--- src/rtl/arm_dp_issue.sv ---
// Issue/writeback sequencer for ARM data-processing instructions: condition check, ALU drive,
// NZCV ownership and one writeback. Define ARM_DP_ROTATE_IMM_EN to enable rotated immediates.
module arm_dp_issue #(
    parameter int EXEC_CYCLES = 1  // 1..4
) (
    input  logic        i_clk,
    input  logic        i_reset_n,
    input  logic [31:0] i_instr,
    input  logic [31:0] i_rn_data,
    input  logic [31:0] i_rm_data,
    input  logic        i_instr_valid,
    output logic        o_instr_ready,
    output logic [31:0] o_alu_a,
    output logic [31:0] o_alu_b,
    output logic [4:0]  o_alu_op,
    output logic        o_alu_s,
    output logic [3:0]  o_alu_flags,
    input  logic [31:0] i_alu_result,
    input  logic [3:0]  i_alu_flags_out,
    output logic [3:0]  o_flags,
    output logic        o_wb_en,
    output logic [3:0]  o_wb_addr,
    output logic [31:0] o_wb_data,
    output logic        o_done,
    output logic        o_skipped,
    output logic        o_illegal
);
    typedef enum logic [1:0] {S_IDLE, S_EVAL, S_EXEC, S_WB} state_t;

    state_t      r_state, w_next;
    logic [31:0] r_instr, r_rn, r_rm;
    logic [1:0]  r_cnt;

    logic [3:0]  w_opc;
    logic        w_cmp, w_legal, w_pass, w_last, w_s;
    logic [31:0] w_imm, w_opb_raw, w_opb;
    logic [4:0]  w_op;
    logic        w_n, w_z, w_c, w_v;
    logic        w_unused;

    assign w_opc   = r_instr[24:21];
    assign w_cmp   = (w_opc[3:2] == 2'b10);
    assign w_legal = (r_instr[27:26] == 2'b00) && !(!r_instr[25] && r_instr[4]);
    assign {w_n, w_z, w_c, w_v} = o_flags;
    assign w_last  = (r_cnt == 2'(EXEC_CYCLES - 1));
    assign w_s     = r_instr[20] | w_cmp;
    assign w_unused = ^{r_instr[19:16], r_instr[11:8], r_instr[3:0]};

`ifdef ARM_DP_ROTATE_IMM_EN
    logic [63:0] w_imm_dbl;
    // Doubling the word turns a right shift into a rotate.
    assign w_imm_dbl = {24'b0, r_instr[7:0], 24'b0, r_instr[7:0]} >> {r_instr[11:8], 1'b0};
    assign w_imm     = w_imm_dbl[31:0];
`else
    assign w_imm = {24'b0, r_instr[7:0]};
`endif

    assign w_opb_raw = r_instr[25] ? w_imm : r_rm;
    assign w_opb     = (w_opc == 4'd15) ? ~w_opb_raw : w_opb_raw;
    assign w_op      = (w_opc == 4'd13 || w_opc == 4'd15) ? 5'b10000 : {1'b0, w_opc};

    always_comb begin
        case (r_instr[31:28])
            4'h0:    w_pass = w_z;
            4'h1:    w_pass = !w_z;
            4'h2:    w_pass = w_c;
            4'h3:    w_pass = !w_c;
            4'h4:    w_pass = w_n;
            4'h5:    w_pass = !w_n;
            4'h6:    w_pass = w_v;
            4'h7:    w_pass = !w_v;
            4'h8:    w_pass = w_c && !w_z;
            4'h9:    w_pass = !w_c || w_z;
            4'hA:    w_pass = (w_n == w_v);
            4'hB:    w_pass = (w_n != w_v);
            4'hC:    w_pass = !w_z && (w_n == w_v);
            4'hD:    w_pass = w_z || (w_n != w_v);
            4'hE:    w_pass = 1'b1;
            default: w_pass = 1'b0;
        endcase
    end

    always_ff @(posedge i_clk) begin
        if (!i_reset_n) r_state <= S_IDLE;
        else            r_state <= w_next;
    end

    always_comb begin
        w_next = r_state;
        case (r_state)
            S_IDLE: if (i_instr_valid) w_next = S_EVAL;
            S_EVAL: w_next = (w_legal && w_pass) ? S_EXEC : S_IDLE;
            S_EXEC: if (w_last) w_next = S_WB;
            S_WB:   w_next = S_IDLE;
            default: w_next = S_IDLE;
        endcase
    end

    always_comb begin
        o_instr_ready = (r_state == S_IDLE);
    end

    always_ff @(posedge i_clk) begin
        if (!i_reset_n) begin
            r_instr     <= '0;
            r_rn        <= '0;
            r_rm        <= '0;
            r_cnt       <= '0;
            o_alu_a     <= '0;
            o_alu_b     <= '0;
            o_alu_op    <= 5'b10000;
            o_alu_s     <= 1'b0;
            o_alu_flags <= '0;
            o_flags     <= '0;
            o_wb_en     <= 1'b0;
            o_wb_addr   <= '0;
            o_wb_data   <= '0;
            o_done      <= 1'b0;
            o_skipped   <= 1'b0;
            o_illegal   <= 1'b0;
        end else begin
            o_done    <= 1'b0;
            o_skipped <= 1'b0;
            o_illegal <= 1'b0;
            o_wb_en   <= 1'b0;
            case (r_state)
                S_IDLE: if (i_instr_valid) begin
                    r_instr <= i_instr;
                    r_rn    <= i_rn_data;
                    r_rm    <= i_rm_data;
                end
                S_EVAL: begin
                    if (!w_legal) begin
                        o_done    <= 1'b1;
                        o_illegal <= 1'b1;
                    end else if (!w_pass) begin
                        o_done    <= 1'b1;
                        o_skipped <= 1'b1;
                    end else begin
                        o_alu_a     <= r_rn;
                        o_alu_b     <= w_opb;
                        o_alu_op    <= w_op;
                        o_alu_s     <= w_s;
                        o_alu_flags <= o_flags;
                        r_cnt       <= '0;
                    end
                end
                S_EXEC: begin
                    r_cnt <= r_cnt + 2'd1;
                    // DONE/WB strobes are registered here so they land in the WB cycle.
                    if (w_last) begin
                        o_wb_data <= i_alu_result;
                        if (o_alu_s) o_flags <= i_alu_flags_out;
                        o_done    <= 1'b1;
                        o_wb_en   <= !w_cmp;
                        o_wb_addr <= r_instr[15:12];
                    end
                end
                default: ;
            endcase
        end
    end
endmodule

--- config.mk ---
export PLATFORM = sky130hd
export DESIGN_NAME = arm_dp_issue
export DESIGN_NICKNAME = d
export VERILOG_FILES = /design/src/rtl/arm_dp_issue.sv
export SDC_FILE = /design/constraint.sdc
export NUM_CORES = 1
export LEC_CHECK = 0
export CAP_MARGIN = 20
export CORE_MARGIN = 3
export CORE_UTILIZATION = 49
export CTS_BUF_LIST = sky130_fd_sc_hd__clkbuf_4 sky130_fd_sc_hd__clkbuf_8
export DETAILED_ROUTE_END_ITERATION = 6
export GPL_ROUTABILITY_DRIVEN = 0
export GPL_TIMING_DRIVEN = 0
export PLACE_DENSITY = 0.87
export SLEW_MARGIN = 20
export SYNTH_ARGS = -nofsm -noshare
export SYNTH_HDL_FRONTEND = slang
export SYNTH_SLANG_ARGS = --single-unit
--- constraint.sdc ---
create_clock -name i_clk -period 2.4 [get_ports i_clk]
set_input_delay 0.6 -clock i_clk [delete_from_list [all_inputs] [get_ports i_clk]]
set_output_delay 0.6 -clock i_clk [all_outputs]
set_load 0.01 [all_outputs]
==> out/metrics.yaml <==
leakage_nw: 4.43
rows: 47
layout_commonest_cell: "nand2_1"
grt_overflow: 0
worstSetupStartpointType: "flip-flop"
cp.required_ns: 2.78
path_max_fanout: 11
utilization_pct: 72.7
num_vias: 8257
async_reset_ff_share_pct: 0
final_cell_area_mm2: 0.0123
via_per_inst: 5.23
cts_root_buf: "clkbuf_8"
ys_ff_latch: 210
grt_pass1_wl_um: 40500
syn_area_per_cell_um2: 8.23
grt_usage_pct: 25.6
die_w_um: 138
ctsHoldBuffers: 0
maxCapViolations: 0
place_ws_ns: -0.512
ys_warn_count: 0
yosysUniqueCellTypes: 48
finalHoldViolCount: 0
final_cell_mix: "nand2_1, clkdlybuf4s50_1, dfxtp_1"
ant_nets: 0
grt_pass1_vias: 7831
synthesis.instances: 1042
drcViolationCount: 0
cts_buffers: 37
worstPathArrival_ns: 2.76
antenna_found_initial: 3
worst_pin_slew_ns: 0.772
dp_hpwl_um: 18600
drt-pass1-iter-count: 6
cts_sinks: 210
total_power_w: 0.00795
io_pins: 254
syn_to_final_growth_pct: 43.0
synth-main-ff-cell: "dfxtp_1"
clk-insertion-delay-late_ns: 0.52
start_util_pct: 50.8
final_net_count: 1470
drive_gt1_share_pct: 8.76
port_buffers: 244
setup_slack_ns: 0.0199
dr.first_iter.drc_count: 558
slew_viol_final: 0
h-tree-depth: 2
maxClockFrequency_mhz: 420
period_minus_slack_ns: 2.38
vdd_ir_drop_max_mv: 0.396
max_slew_margin_pct: 48.6
status: "complete, no violations"
syn_area_mm2: 0.00858
p_per_area_mw_per_mm2: 649
clkTransAtPathRegs_ns: 0.06
setup_viol: 0
chipHeight_um: 138
yosysSeqAreaShare_pct: 49.0
routed_wl_um: 25900
crit_type: "flip-flop to flip-flop"
synth_edf_count: 0
end_kind: "flip-flop"
wl_per_cell_um: 16.4
cts_buffer_depth: 3
post_dp_cell_area_mm2: 0.0113
coreArea_mm2: 0.0169
post-route-period-util_pct: 99.2
cts_tree: "built"
min_path_type: "flip-flop to flip-flop"
syn_nets: 1181
die_area_mm2: 0.0191
grt_start_max_net_pins: 11
skew_ns: 0.0122
cells in the mapped netlist (2+ instances only):
library cell  number  area share (%)
a21boi_0         128              11
a21oi_1           27             1.6
and2_1             3            0.22
and3_1            26             1.9
buf_1              5            0.22
buf_2              4            0.23
buf_4              7            0.61
buf_6              3            0.39
buf_8              2            0.35
clkbuf_1          68             3.0
clkbuf_2           2            0.12
dfxtp_1          210              49
ha_1               4            0.58
inv_1              8            0.35
mux2i_1            8            0.93
nand2_1          306              13
nand2b_1           2            0.15
nand3_1           81             4.7
nand3_2            4            0.47
nor2_1             3            0.13
nor2b_1            3            0.22
nor3b_1            3            0.26
nor4_1             2            0.15
nor4b_1            2            0.20
nor4bb_1           2            0.23
o21ai_0           93             5.4
o21ai_1            3            0.17
o21ai_2            4            0.41
xor2_1            10             1.0
timing repair:
| action | in CTS | in global routing |
|---|---|---|
| gates resized for setup | 6 | 25 |
| gates cloned | 0 | 1 |
| setup endpoints to repair | 98 | 95 |
| buffers inserted | 1 | 6 |
| pin swaps | 1 | 3 |
worst paths after layout:
path / start / endpoint / slack (ns) / cells after the start
max: r_instr[31] / o_alu_op[4] / 0.02 / 10
min: r_rn[20] / o_alu_a[20] / 0.45 / 2
max reg2reg: r_instr[31] / o_alu_op[4] / 0.02 / 10
min reg2reg: r_rn[20] / o_alu_a[20] / 0.45 / 2
cell type report:
type                       count  area, um^2
buffer                        89         452
multi-input combinational    733        3970
clock inverter                 6        60.1
inverter                       8        30.0
antenna                        2        5.00
fill                        1314        4610
tap                          220         275
clock buffer                  60         738
timing repair buffer         252        2530
sequential                   210        4210
per-stage QoR:
| stage | hold WS [ns] | instances | setup TNS (ns) |
|---|---|---|---|
| 2_1_floorplan | 0.429 | 1042 | 0 |
| 3_5_place_dp | 0.447 | 1506 | -16.68 |
| 6_report | 0.453 | 1580 | 0 |
| 4_1_cts | 0.455 | 1572 | 0 |
| 3_3_place_gp | 0.442 | 1506 | -10.41 |
| 5_1_grt | 0.474 | 1580 | -0.560 |
critical path, cell delays in order (launching register included):
cell	delay, ns
dfxtp_1	0.37
clkbuf_4	0.24
nor4b_2	0.07
nor4_1	0.39
nor2_2	0.12
o311ai_4	0.36
buf_12	0.17
buf_12	0.14
buf_8	0.13
buf_8	0.14
o211ai_2	0.09
sequential cells by signal (all words and copies together), names as in the netlist, named ones only:
signal / flops
o_skipped: 1
o_flags: 4
r_rn: 32
r_cnt: 2
o_alu_op: 5
o_illegal: 1
r_rm: 32
o_done: 1
o_wb_data: 32
o_alu_b: 32
o_wb_addr: 4
o_alu_s: 1
r_state: 1
o_wb_en: 1
r_instr: 24
o_alu_a: 32
o_alu_flags: 4
power by group:
part           internal, W  switching [W]
combinational     0.000392       0.000405
sequential         0.00360      0.0000749
clock              0.00205        0.00143
cell families (layout without fill, tap and decap cells):
kind of cell             after synthesis  after routing  synth area share, %
adder cells (fa/ha/maj)                4              4                0.583
AND/OR/NAND/NOR                      441            441                 22.4
XOR/XNOR                              10             10                 1.02
other                                  0              2                    0
multiplexers                          10             10                 1.24
AO/OA/AOI/OAI                        268            268                 20.5
buffers and inverters                 99            415                 5.25
flip-flops                           210            210                 49.0
metal layers:
layer	share of wire (%)	GRT usage, %	wire length, um	vias up
met3	7.6	6.46	1960	46
met4	2.4	8.63	612	2
met5	0.050	0	13	-
li1	-	-	-	4092
met2	48	43.4	12500	333
met1	42	32.1	10800	3784
Note: power is estimated with default switching activity, not from simulation.
